## src/rtl/tile_seq_pkg.sv

```systemverilog
// Shared types and tile geometry for the tile sequencer.
package tile_seq_pkg;

    localparam int unsigned TILE_IN_DIM  = 20;
    localparam int unsigned TILE_OUT_DIM = 18;
    localparam int unsigned LANES        = 5;
    localparam int unsigned PIX_W        = 5;
    localparam int unsigned BEAT_W       = LANES * PIX_W;

    localparam int unsigned IN_BEATS_DEF  = (TILE_IN_DIM * TILE_IN_DIM) / LANES;
    localparam int unsigned OUT_BEATS_DEF = TILE_OUT_DIM * TILE_OUT_DIM;

    typedef enum logic [2:0] {
        ST_IDLE,
        ST_CRST,
        ST_LOAD,
        ST_PROC,
        ST_DRAIN,
        ST_NEXT,
        ST_DONE
    } state_e;

endpackage

```

## src/rtl/beat_counter.sv

```systemverilog
// Modulo counter with synchronous clear, count enable and terminal-count flag.
module beat_counter #(
    parameter int unsigned MOD   = 80,
    parameter int unsigned CNT_W = (MOD > 1) ? $clog2(MOD) : 1
) (
    input  logic clk,
    input  logic reset,
    input  logic clr,
    input  logic en,
    output logic tc_c
);

    logic [CNT_W-1:0] cnt;

    assign tc_c = (cnt == CNT_W'(MOD - 1));

    always_ff @(posedge clk) begin
        if (reset || clr) begin
            cnt <= '0;
        end else if (en) begin
            cnt <= tc_c ? '0 : cnt + CNT_W'(1);
        end
    end

endmodule

```

## src/rtl/tile_seq_ctrl.sv

```systemverilog
// Tile sequencer for the edge-detection core: core reset, load, wait, drain, per tile.
// Optional PROC watchdog enabled by defining TILE_SEQ_WATCHDOG_EN.
module tile_seq_ctrl
    import tile_seq_pkg::*;
#(
    parameter int unsigned IN_BEATS  = IN_BEATS_DEF,
    parameter int unsigned OUT_BEATS = OUT_BEATS_DEF,
    parameter int unsigned NUM_TILES = 12,
    parameter int unsigned TILE_W    = 4
`ifdef TILE_SEQ_WATCHDOG_EN
    , parameter int unsigned PROC_TIMEOUT = 1024
`endif
) (
    input  logic              clk,
    input  logic              reset,
    input  logic              start,
    input  logic              in_valid,
    output logic              in_ready,
    output logic              core_rst,
    output logic              core_load_en,
    output logic              load_end,
    input  logic              core_done,
    output logic              readable,
    input  logic              out_ready,
    output logic [TILE_W-1:0] tile_idx,
    output logic              busy,
    output logic              run_done
`ifdef TILE_SEQ_WATCHDOG_EN
    , output logic            proc_timeout
`endif
);

    state_e state;
    logic   in_tc_c;
    logic   out_tc_c;
    logic   out_xfer_c;

    assign core_load_en = in_valid & in_ready;
    assign out_xfer_c   = readable & out_ready;

    beat_counter #(.MOD(IN_BEATS)) u_in_cnt (
        .clk   (clk),
        .reset (reset),
        .clr   (state == ST_CRST),
        .en    (core_load_en),
        .tc_c  (in_tc_c)
    );

    beat_counter #(.MOD(OUT_BEATS)) u_out_cnt (
        .clk   (clk),
        .reset (reset),
        .clr   (state == ST_CRST),
        .en    (out_xfer_c),
        .tc_c  (out_tc_c)
    );

`ifdef TILE_SEQ_WATCHDOG_EN
    logic wd_tc_c;

    // Counts consecutive PROC cycles; cleared whenever the FSM is elsewhere.
    beat_counter #(.MOD(PROC_TIMEOUT)) u_wd_cnt (
        .clk   (clk),
        .reset (reset),
        .clr   (state != ST_PROC),
        .en    (state == ST_PROC),
        .tc_c  (wd_tc_c)
    );
`endif

    // Outputs are registered from the transition taken, so they line up with the state they describe.
    always_ff @(posedge clk) begin
        if (reset) begin
            state    <= ST_IDLE;
            tile_idx <= '0;
            in_ready <= 1'b0;
            core_rst <= 1'b0;
            load_end <= 1'b0;
            readable <= 1'b0;
            busy     <= 1'b0;
            run_done <= 1'b0;
`ifdef TILE_SEQ_WATCHDOG_EN
            proc_timeout <= 1'b0;
`endif
        end else begin
            core_rst <= 1'b0;
            run_done <= 1'b0;
            case (state)
                ST_IDLE: begin
                    if (start) begin
                        state    <= ST_CRST;
                        tile_idx <= '0;
                        core_rst <= 1'b1;
                        busy     <= 1'b1;
`ifdef TILE_SEQ_WATCHDOG_EN
                        proc_timeout <= 1'b0;
`endif
                    end
                end
                ST_CRST: begin
                    state    <= ST_LOAD;
                    in_ready <= 1'b1;
                end
                ST_LOAD: begin
                    if (core_load_en && in_tc_c) begin
                        state    <= ST_PROC;
                        in_ready <= 1'b0;
                        load_end <= 1'b1;
                    end
                end
                ST_PROC: begin
                    if (core_done) begin
                        state    <= ST_DRAIN;
                        readable <= 1'b1;
                    end
`ifdef TILE_SEQ_WATCHDOG_EN
                    else if (wd_tc_c) begin
                        state        <= ST_NEXT;
                        proc_timeout <= 1'b1;
                    end
`endif
                end
                ST_DRAIN: begin
                    if (out_xfer_c && out_tc_c) begin
                        state    <= ST_NEXT;
                        readable <= 1'b0;
                    end
                end
                ST_NEXT: begin
                    load_end <= 1'b0;
                    if (tile_idx == TILE_W'(NUM_TILES - 1)) begin
                        state    <= ST_DONE;
                        run_done <= 1'b1;
                    end else begin
                        state    <= ST_CRST;
                        tile_idx <= tile_idx + TILE_W'(1);
                        core_rst <= 1'b1;
                    end
                end
                ST_DONE: begin
                    state <= ST_IDLE;
                    busy  <= 1'b0;
                end
                default: begin
                    state    <= ST_IDLE;
                    in_ready <= 1'b0;
                    load_end <= 1'b0;
                    readable <= 1'b0;
                    busy     <= 1'b0;
                end
            endcase
        end
    end

endmodule

```

## config.mk

```make
export PLATFORM = sky130hd
export DESIGN_NAME = tile_seq_ctrl
export DESIGN_NICKNAME = d
export VERILOG_FILES = /design/src/rtl/tile_seq_pkg.sv /design/src/rtl/beat_counter.sv /design/src/rtl/tile_seq_ctrl.sv
export SDC_FILE = /design/constraint.sdc
export NUM_CORES = 1
export LEC_CHECK = 0
export BUFFER_PORTS_ARGS = -buffer_cell sky130_fd_sc_hd__clkbuf_2
export CAP_MARGIN = 0
export CORE_AREA = 2 2 57 59
export DETAILED_ROUTE_END_ITERATION = 10
export DIE_AREA = 0 0 59 61
export PLACE_DENSITY = 0.68
export SYNTH_ARGS = -nofsm -noshare
export SYNTH_HDL_FRONTEND = slang
export SYNTH_SLANG_ARGS = --single-unit
```

## constraint.sdc

```tcl
create_clock -name clk -period 2.1 [get_ports clk]
set_clock_uncertainty 0.05 [all_clocks]
set_input_delay 0.21 -clock clk [delete_from_list [all_inputs] [get_ports clk]]
set_output_delay 0.21 -clock clk [all_outputs]
set_load 0.02 [all_outputs]
```

Yosys cells after proc, flatten, opt, wreduce, memory -nomap -nowiden. Index checks and enable logic that the tools add are counted.

Divide/modulo/power cells: 0. Multiplexer cells: 24. Multipliers: 0. Eq/ne operators: 14. $add $sub $neg: 3. Bitwise gates (word level): 7. Shifts and indexed selects: 0. Magnitude comparators: 0. Reduce and logical (&&, ||, !) cells: 16.

Operator list (count): OR reduction 5 bit (4); one-hot mux 3 bit (6 select lines) (1); two-way mux 3 bit (5); != test 2 bit (second input constant) (5); adder 9 x 1 -> 9 bit (second input constant) (1); equality test 3 bit (second input constant) (3); equality test 9 bit (second input constant) (1); two-way mux 9 bit (1); two-way mux 1 bit (8); two-way mux 4 bit (2); one-hot mux 4 bit (2 select lines) (1); adder 7 x 1 -> 7 bit (second input constant) (1); equality test 7 bit (second input constant) (1); two-way mux 7 bit (1); equality test 3 x 2 -> 1 bit (second input constant) (2); one-hot mux 1 bit (2 select lines) (3); one-hot mux 1 bit (3 select lines) (2); AND reduction 2 bit (3); AND reduction 3 bit (2); inverter 1 bit (5); adder 4 x 1 -> 4 bit (second input constant) (1); equality test 4 bit (second input constant) (1); AND reduction 4 bit (1); equality test 3 x 1 -> 1 bit (second input constant) (1); other kinds (6) (8).

Word-level logic and storage cells: 74. Register bits: 29. Bits in read-only memories: 0. Output and inout bits: 11. Memory bits (writable): 0. Bits of input ports: 6. Memories: 0. Bits in latches: 0.

Depth between registers and ports, before layout. Gate-level depths: netlist (run 1).

Word-level depth: 4. Mapped depth: 6. Gate-level depth less buffers: 5.

Modules after synthesis. From an unflattened synthesis (run 1), not the netlist that was laid out.

Cells, all modules: 171. Area, all modules: 1465.2 um^2.

By module, submodules not included: tile_seq_ctrl (seq. area each 260.2 um^2, cells an instance 82, area each 679.4 um^2, times used 1); beat_counter at u_out_cnt (seq. area each 180.2 um^2, cells an instance 47, area each 426.7 um^2, times used 1); beat_counter at u_in_cnt (seq. area each 140.1 um^2, cells an instance 42, area each 359.1 um^2, times used 1).

Least setup slack after synthesis (run 1). No wires, ideal clock.

Path type: register to register. Start: register u_out_cnt.cnt[3]. End: register state[0]. Slack: 434 ps. Setup time: 88 ps. Stages on the path, launching flop included: 5. Arrival time: 1528 ps. Clock period less this slack: 1666 ps. Path through: dfxtp_1 -> or4_1 -> or4_4 -> o211a_1 -> o32ai_2.

Longest elaborated chain between the ends: 4.

RTL lines: from (decl) (RTL line beat_counter.sv:13) `logic [CNT_W-1:0] cnt;`; from (signal assigned) (RTL line beat_counter.sv:21) `cnt <= tc_c ? '0 : cnt + CNT_W'(1);`; equality test 9 bit (RTL line beat_counter.sv:15) `assign tc_c = (cnt == CNT_W'(MOD - 1));`; logical AND 1 bit (RTL line tile_seq_ctrl.sv:123) `if (out_xfer_c && out_tc_c) begin`; != test 2 bit (no source line); AND reduction 4 bit (no source line); to (signal assigned) (RTL line tile_seq_ctrl.sv:124) `state <= ST_NEXT;`; to (signal assigned) (RTL line tile_seq_ctrl.sv:131) `state <= ST_DONE;`; to (signal assigned) (RTL line tile_seq_ctrl.sv:134) `state <= ST_CRST;`; to (decl) (RTL line tile_seq_ctrl.sv:33) `state_e state;`.

Every way passes these cells. A chain may end at the register's enable or synchronous reset.

Worst setup path in the final report (run 1).
Start: register u_out_cnt.cnt[3]. End: register u_out_cnt.cnt[7].

Longest elaborated chain between the ends: 2. Elaborated cells between the ends (all ways): 3. Those cells by class: 1 x add/sub; 1 x eq/ne; 1 x mux.

RTL lines (RTL line): adder 9 x 1 -> 9 bit / equality test 9 bit (equally long branches) (beat_counter.sv:21, beat_counter.sv:15); two-way mux 9 bit * (beat_counter.sv:21).

Every way passes the cells marked *; elsewhere a longest branch is shown, timed or not.

==> impl_results.md, run 1 <==
* Largest net degree at the start of global routing at 16
* PwrDens at 752 mW/mm^2
* Worst EP arrival at about 2.0 ns
* Post-Layout Inst Area at 0.00157 mm^2
* Clock sink count at 29
* Width of the die at slightly below 60 um
* Sequential fraction of the synthesis area at approximately two fifths
* Routed WL per cell at around 13 um
* Root Driver: clkbuf_4
* Crit start category: register
* Wirelength, routed at ~2.9 mm
* Finish-stage setup viols at 0
* Crit. End Element: register
* Reg clk slew, reported paths at 0.09 ns
* First-pass GRT wire length at between 4 and 5 mm
* Fmax at between 500 and 600 MHz
* Post-synth EDFFs at 0
* RSZ-0062 raised after global routing: false
* Dpl hpwl at between 2 and 2.5 mm
* Synthesized flop and latch total at 29
* Yosys warning total at 0
* Antenna Cells at 0
* Most frequent cells in the layout: 29 x dfxtp_1, 20 x nor2_1, 16 x nand2_1, 16 x clkbuf_2, 12 x xor2_1
* Num ports at 17
* CP Max Fanout at 8
* CTS tree: built
* Finished Core Util at a little over half
* CTS buffer count at 5
* Routed vias/inst at about 5.6
* Max-cap violations at 0
* Core region area at just under 0.003 mm^2
* Final GP Congestion at 0.739
* Vias in the first global route at approximately 1100
* Max_slew headroom at about 70%
* Setup TNS at 0 ns
* Syn Inst Count at around 160
* Initial Util at 48.3%
* DRC violations left at 0
* R2R setup slack at roughly 0.26 ns
* H-Tree Depth at 2
* Ys flop type: dfxtp_1
* Commonest non-fill, non-tap cell in the layout: dfxtp_1
* Post-Place Cell Area at approximately 0.0015 mm^2
* Yosys cell types at 45
* Avg Cell Area, Syn at ~9 um^2
* GRT Resource Usage Total at roughly 18%
* Die Ht at between 60 and 70 um
* Layout cell share with drive strength beyond 1 at 17.0%
* Drt pass-1 iters at 4
* Row count at 20
* Critical Path RT at between 2 and 2.5 ns
* DR vias at between 1000 and 1500
* PortBufs at 16
* Async set-or-reset flop fraction in the synthesized netlist at 0%
* Status: finished clean
* Iteration-0 DRC Markers at 56
* Nets at 190
* Area Overhead vs Synth at 9.82%
* Final Hold Vio Count at 0
* Gr ovfl total at 0
* Die area at ~0.0036 mm^2
* Worst Tran Pin Value at ~0.44 ns
* Static Leak at 0.634 nW
* Worst min path class: input pin to register
* Syn nets at around 170
* Hold buffer count at CTS at 0
* Worst-case vdd ir drop at approximately 0.34 mV
* Slew Limit Fails at 0
* Kind of critical path: register to register
* Fin crit share at between 80 and 90%
* Worst skew pair latency at 0.33 ns
* Initial antenna violation count at 0
* Post-CTS setup buffers at 0
* Post-Syn Area at around 0.0014 mm^2
* Filler cells at roughly 290
* Clock Path Buffers at 2
* CTS resizes at 0
* DRT antenna net count at 0
* Crit path time final at 1.84 ns
==> power by group <==
group,switching (mW),internal [mW],leakage (nW),total [mW]
registers,0.0520,0.582,0.235,0.633
logic,0.124,0.0946,0.367,0.218
clock network,0.198,0.127,0.0320,0.326
==> state kept, by name, indices dropped and copies added, names as in the netlist <==
signal / cells
run_done: 1
tile_idx: 4
busy: 1
load_end: 1
core_rst: 1
state: 3
readable: 1
in_ready: 1
u_in_cnt.cnt: 7
u_out_cnt.cnt: 9
==> cells in the mapped netlist (all sizes together), types with 3 or more instances <==
cell    number  area, um^2
a21oi       10        50.1
and2         4        25.0
and4         3        28.8
clkbuf       7        47.5
dfxtp       29         581
ha           3        37.5
inv          4        15.0
nand2       16        60.1
nand2b       5        31.3
nand3        8        40.0
nand4        4        25.0
nor2        20        75.1
nor2b        3        18.8
xor2        12         105
==> area by class of cell <==
cell class / instances / area (um^2) / share of cell area (%)
clock buffer: 6 / 41.3 / 2.64
clock inverter: 2 / 10.0 / 0.639
inverter: 4 / 15.0 / 0.958
multi-input combinational: 122 / 776 / 49.5
sequential: 29 / 581 / 37.1
tap: 33 / 41.3 / 2.64
timing repair buffer: 19 / 103 / 6.55
==> per-stage QoR <==
stage	instances	power [mW]	worst slack, ns	hold slack (ns)
2_1_floorplan	163	0.811	0.434	0.243
3_3_place_gp	207	0.857	0.328	0.406
3_5_place_dp	207	0.862	0.271	0.427
4_1_cts	215	1.19	0.257	0.0562
5_1_grt	215	1.25	0.186	0.0650
6_report	215	1.18	0.263	0.0803
==> critical path: stages (launching register included) <==
cell      delay (ns)
dfxtp_1         0.37
or4_1           0.51
or4_4           0.44
nand2b_1        0.27
nor2_1          0.09
==> final timing paths <==
path | cells after the start | start | end
setup / recovery | 4 | u_out_cnt.cnt[3] | u_out_cnt.cnt[7]
hold reg to reg | 2 | u_in_cnt.cnt[1] | u_in_cnt.cnt[1]
hold / removal | 2 | core_done | state[0]
setup reg to reg | 4 | u_out_cnt.cnt[3] | u_out_cnt.cnt[7]
==> logic make-up (layout without fill, tap and decap cells) <==
| logic type | after synthesis | in the layout | share of synthesized area (%) |
|---|---|---|---|
| XOR/XNOR | 14 | 14 | 8.60 |
| multiplexers | 1 | 1 | 0.702 |
| AND/OR/NAND/NOR | 76 | 76 | 28.1 |
| adder cells (fa/ha/maj) | 3 | 3 | 2.63 |
| flip-flops | 29 | 29 | 40.7 |
| buffers and inverters | 12 | 31 | 4.91 |
| AO/OA/AOI/OAI | 28 | 28 | 14.4 |
==> routing by layer <==
metal | track usage, % | wire [um] | vias to the layer above
met5 | 0 | 0 | -
met4 | 8.12 | 40 | 0
met3 | 7.68 | 131 | 5
met2 | 29.5 | 1370 | 24
met1 | 21.5 | 1310 | 572
li1 | - | - | 607
(Power assumes the default switching activity.)
==> inputs of run 2 (changes only) <==
Settings changed: CORE_AREA 2 2 57 59 to 2 2 60 62, DIE_AREA 0 0 59 61 to 0 0 62 64, PLACE_DENSITY 0.68 to unset.
==> run 2 against run 1 <==
  * Setup slack better by 0.032 ns
  * Hold slack better by 0.0071 ns
  * Critical endpoint is now u_out_cnt.cnt[0]
  * Global-route usage down 0.87 points
  * Critical path depth unchanged
  * Cell count up 6.5%
  * Routed wire length up 1.5%
  * Utilization down 4.7 points
  * Clock-buffer cell count up 2
  * Flip-flop and latch count unchanged
==> impl_results.md, run 2 (synthesized netlist as in run 1, its figures left out) <==
* Status: finished clean
* Drt pass-1 iters at 4 (unchanged)
* Post-CTS setup buffers at 0 (unchanged)
* Area Overhead vs Synth at 11.3%
* PortBufs at 16 (unchanged)
* Top reg by flops: u_out_cnt.cnt
* Clock sink count at 29 (unchanged)
* Dpl hpwl at 2.13 mm (+4.2%)
* Crit start category: register
* Crit. End Element: register
* Vias in the first global route at 1242 (+9.1%)
* Largest net degree at the start of global routing at 16 (unchanged)
* Critical-path top delay cell: or4_1
* Max-cap violations at 0 (unchanged)
* Layout cell share with drive strength beyond 1 at 16.4% (-0.64 points)
* Initial antenna violation count at 0 (unchanged)
* Iteration-0 DRC Markers at 78 (+39%)
* Most frequent cells in the layout: 29 x dfxtp_1, 20 x nor2_1, 16 x nand2_1, 16 x clkbuf_2, 12 x xor2_1
* Slowest stage delay, CP at 0.51 ns (about the same)
* CP Max Fanout at 8 (unchanged)
* GRT Resource Usage Total at 17.5% (-0.87 points)
* PwrDens at 747 mW/mm^2 (-0.58%)
* Worst EP arrival at 1.97 ns (-0.04 ns)
* RSZ-0062 raised after global routing: false
* DRC violations left at 0 (unchanged)
* Slew Limit Fails at 0 (unchanged)
* Wirelength, routed at 2.89 mm (+1.5%)
* Final GP Congestion at 0.786 (+6.3%)
* Crit-path cells: or4_1 > or4_4 > nand2b_1 > nor2_1
* Setup TNS at 0 ns (unchanged)
* Final Power at 1.19 mW (+0.77%)
* DRT antenna net count at 0 (unchanged)
* Routed vias/inst at 5.17 (-8.0%)
* Max_slew headroom at 72.5% (+2.1 points)
* Die area at 0.00397 mm^2 (+10%)
* Final Hold Vio Count at 0 (unchanged)
* Worst-case vdd ir drop at 0.391 mV (+13%)
* Worst skew pair latency at 0.33 ns (about the same)
* Max reg flops at 9 (unchanged)
* Worst min path class: input pin to register
* Worst Tran Pin Value at 0.412 ns (-0.0312 ns)
* CTS buffer count at 5 (unchanged)
* Clock Path Buffers at 2 (unchanged)
* Static Leak at 0.633 nW (about the same)
* Worst Hold Slack at 0.0874 ns (+0.00710 ns)
* Commonest non-fill, non-tap cell in the layout: dfxtp_1
* First-pass GRT wire length at 5.22 mm (+6.5%)
* H-Tree Depth at 2 (unchanged)
* Antenna Cells at 0 (unchanged)
* Kind of critical path: register to register
* Fmax at 554 MHz (+1.8%)
* Root Driver: clkbuf_4
* Critical Path RT at 2.26 ns (about the same)
* Initial Util at 43.4% (-4.9 points)
* Gr ovfl total at 0 (unchanged)
* CTS resizes at 0 (unchanged)
* DR vias at 1184 (-2.0%)
* Top flop regs: u_out_cnt.cnt x9, u_in_cnt.cnt x7, tile_idx x4
* Finish-stage setup viols at 0 (unchanged)
* Placed insts at 221 (+6.8%)
* Routed WL per cell at 12.6 um (-4.7%)
* Finished Core Util at 48.3% (-4.7 points)
* Fin crit share at 85.9% (-1.5 points)
* Fin cells at 229 (+6.5%)
* Nets at 191 (+0.53%)
* Die Ht at 64 um (+4.9%)
* Reg clk slew, reported paths at 0.09 ns (about the same)
* Hold buffer count at CTS at 0 (unchanged)
* Width of the die at 62 um (+5.1%)
* Crit path time final at 1.80 ns (-0.0323 ns)
* Core region area at 0.00328 mm^2 (+11%)
* Num ports at 17 (unchanged)
* CTS tree: built
* Row count at 21 (+5.0%)
[run 2: changes by cell type in the layout (fill, tap and decap cells not counted)]
| cell | delta |
|---|---|
| buf_4 | +1 |
| clkbuf_1 | +2 |
| clkinv_2 | -2 |
[run 2: metal layers]
| layer | routed length [um] | share of wire, % | vias to the layer above | global-route usage, % |
|---|---|---|---|---|
| met5 | 0 | 0 | - | 0 |
| met3 | 116 | 4.0 | 6 | 6.88 |
| met2 | 1280 | 44 | 20 | 25.1 |
| met1 | 1440 | 50 | 546 | 22.5 |
| met4 | 55 | 1.9 | 0 | 8.24 |
| li1 | - | - | 612 | - |
[run 2: area by class of cell]
| class | count | area, um^2 |
|---|---|---|
| fill | 339 | 1700 |
| multi-input combinational | 122 | 776 |
| sequential | 29 | 581 |
| timing repair buffer | 20 | 110 |
| tap | 46 | 57.6 |
| clock buffer | 8 | 48.8 |
| inverter | 4 | 15.0 |
[run 2: critical path, delay by kind of cell, from the launching register on]
kind	cells	cell delay, ns
DFF	1	0.36
and+or+nand+nor	4	1.30
[run 2: stage by stage]
stage / area, um^2 / setup slack (ns)
floorplan: 1430 / 0.434
global placement: 1540 / 0.327
detailed placement: 1540 / 0.295
CTS: 1590 / 0.281
global route: 1590 / 0.199
finish: 1590 / 0.295
[run 2: final timing paths]
path,from,endpoint,slack [ns],cells past startpoint
worst min register to register,u_in_cnt.cnt[1],u_in_cnt.cnt[1],0.42,2
worst max-delay path,u_out_cnt.cnt[3],u_out_cnt.cnt[0],0.30,4
worst max register to register,u_out_cnt.cnt[3],u_out_cnt.cnt[0],0.30,4
worst min-delay path,core_done,state[0],0.09,2
[run 2: power by group]
part           internal [mW]  switching [mW]
sequential             0.581          0.0398
clock                  0.133           0.193
combinational          0.100           0.139
total                  0.815           0.372
==> inputs of run 3 (changes only) <==
Clock period 2.1 ns to 1.5 ns, I/O delays scaled along.
==> run 3 against run 2 <==
  * The flow now finishes with violations (setup timing)
  * Hold slack worse by 0.014 ns
  * First-iteration DRC count is 19% lower
  * Utilization rose by 7.4 points
  * Global-route usage is 0.29 points higher
  * Combinational power increased by 79%
  * Clock-buffer cell count down 1
  * Non-clock buffer count increased by 22
==> impl_results.md, run 3 (synthesized netlist as in run 1, its figures left out) <==
* Status: finished with violations
* Violated checks: setup timing
* CTS buffer count at 5 (unchanged)
* DRC violations left at 0 (unchanged)
* Area Overhead vs Synth at 28.3%
* CP startpoint: u_out_cnt.cnt[2]
* Dpl hpwl at 2.27 mm (+6.8%)
* Worst-case vdd ir drop at 0.504 mV (+29%)
* Final Hold Vio Count at 0 (unchanged)
* Max-cap violations at 0 (unchanged)
* Worst EP arrival at 1.90 ns (-0.07 ns)
* DR vias at 1297 (+9.5%)
* First-pass GRT wire length at 5.41 mm (+3.6%)
* Largest net degree at the start of global routing at 10 (-6)
* Fin crit share at 114% (+28 points)
* Gr ovfl total at 0 (unchanged)
* Nets at 213 (+12%)
* Reg clk slew, reported paths at 0.09 ns (about the same)
* Crit path to: state[0]
* Wirelength, routed at 3.06 mm (+5.9%)
* Finish-stage setup viols at 10 (+10)
* Critical-path top delay cell: or4_4
* Top flop regs: u_out_cnt.cnt x9, u_in_cnt.cnt x7, tile_idx x4
* Post-Place Cell Area at 0.00168 mm^2 (+9.2%)
* Worst Tran Pin Value at 0.306 ns (-0.106 ns)
* Finished Core Util at 55.7% (+7.4 points)
* Width of the die at 62 um (unchanged)
* CTS tree: built
* Final GP Congestion at 0.813 (+3.5%)
* RSZ-0062 raised after global routing: true
* Most frequent CP cell: or4_4
* Root Driver: clkbuf_4
* Final WS setup at -0.208 ns (-0.503 ns)
* Row count at 21 (unchanged)
* Kind of critical path: register to register
* Slew Limit Fails at 0 (unchanged)
* Max reg flops at 9 (unchanged)
* Worst min path class: input pin to register
* Critical Path RT at 1.70 ns (-0.56 ns)
* Commonest non-fill, non-tap cell in the layout: buf_4
* Worst skew pair latency at 0.32 ns (about the same)
* Clock sink count at 29 (unchanged)
* Drt pass-1 iters at 4 (unchanged)
* Max_slew headroom at 79.6% (+7.1 points)
* R2R setup slack at -0.21 ns (-0.50 ns)
* Post-Layout Inst Area at 0.00183 mm^2 (+15%)
* Reg-to-reg endpoint: state[0]
* H-Tree Depth at 2 (unchanged)
* Fmax at 586 MHz (+5.7%)
* Origin of the critical flop-to-flop path: u_out_cnt.cnt[2]
* Die area at 0.00397 mm^2 (unchanged)
* Slowest stage delay, CP at 0.51 ns (about the same)
* Initial antenna violation count at 0 (unchanged)
* Crit start category: register
* Crit. End Element: register
* Core region area at 0.00328 mm^2 (unchanged)
* PwrDens at 1060 mW/mm^2 (+42%)
* Crit-path cells: or4_4 > or4_4 > o211a_1 > o32ai_2
* Crit path time final at 1.71 ns (-0.0971 ns)
* Worst reg-to-reg path cell count at 4 (unchanged)
* Clock Path Buffers at 2 (unchanged)
* Routed vias/inst at 5.17 (about the same)
* Die Ht at 64 um (unchanged)
* Filler cells at 308 (-9.1%)
* Iteration-0 DRC Markers at 63 (-19%)
* GRT Resource Usage Total at 17.8% (+0.29 points)
* Layout cell share with drive strength beyond 1 at 32.2% (+16 points)
* Num ports at 17 (unchanged)
* Top reg by flops: u_out_cnt.cnt
* Most frequent cells in the layout: 25 x buf_4, 23 x dfxtp_1, 20 x nor2_1, 16 x nand2_1, 16 x clkbuf_2
* Routed WL per cell at 12.2 um (-3.4%)
* DRT antenna net count at 0 (unchanged)
* Antenna Cells at 0 (unchanged)
* CP Max Fanout at 3 (-5)
* Static Leak at 0.769 nW (+21%)
* Initial Util at 43.4% (unchanged)
* Vias in the first global route at 1240 (-0.16%)
* PortBufs at 16 (unchanged)
-- run 3: cell count changes in the layout (fill, tap and decap cells not counted), sizes merged --
cell         change
clkbuf           -1
buf             +21
dlygate4sd3      +1
bufinv           +1
-- run 3: worst min path at each step --
stage,from,endpoint,cells after the start
6_report,reset,state[2],2
5_1_grt,reset,run_done,2
4_1_cts,reset,state[2],2
3_5_place_dp,core_done,state[0],2
3_3_place_gp,core_done,state[0],2
2_1_floorplan,reset,in_ready,1
-- run 3: metal layers --
| layer | vias up | part of all wire (%) | track usage, % |
|---|---|---|---|
| met5 | - | 0 | 0 |
| met4 | 0 | 1.8 | 5.85 |
| met2 | 29 | 48 | 27.1 |
| met1 | 604 | 46 | 23.5 |
| met3 | 8 | 3.8 | 5.47 |
| li1 | 656 | - | - |
-- run 3: layout make-up --
cell class	instances	area, um^2	share of cell area [%]
multi-input cells	122	807	44.1
well taps	46	57.6	3.14
inverters	4	15.0	0.820
repair buffers	42	278	15.2
clock inverters	1	30.0	1.64
clock buffers	7	55.1	3.01
flip-flops and latches	29	588	32.1
-- run 3: timing repair --
action | in CTS | in global routing
setup buffers | 0 | 3
endpoints found under the setup margin | 10 | 14
hold buffers | 1 | 0
gates resized for setup | 1 | 11
gates cloned | 0 | 0
hold endpoints to repair | 1 | 0
-- run 3: worst max-delay path: cells and delay by family (launching register included) --
family	cells	cell delay (ns)
flip-flops	1	0.33
AND/OR/NAND/NOR	2	0.95
AO/OA/AOI/OAI	2	0.31
-- run 3: per-stage QoR --
| stage | TNS (ns) | hold slack (ns) | total power, mW | cells | setup WS (ns) |
|---|---|---|---|---|---|
| finish | -1.74 | 0.0736 | 1.95 | 251 | -0.208 |
| global route | -2.55 | 0.0745 | 2.05 | 251 | -0.295 |
| global placement | -2.20 | 0.358 | 1.27 | 239 | -0.244 |
| CTS | -1.78 | 0.0520 | 1.95 | 248 | -0.204 |
| detailed placement | -2.57 | 0.361 | 1.28 | 239 | -0.302 |
| floorplan | -1.44 | 0.183 | 1.14 | 163 | -0.160 |
-- run 3: report_power, final --
group	internal, mW	leakage, nW	switching [mW]
Sequential	0.816	0.238	0.0404
Combinational	0.195	0.486	0.234
Clock	0.398	0.0455	0.262
Total	1.41	0.769	0.536
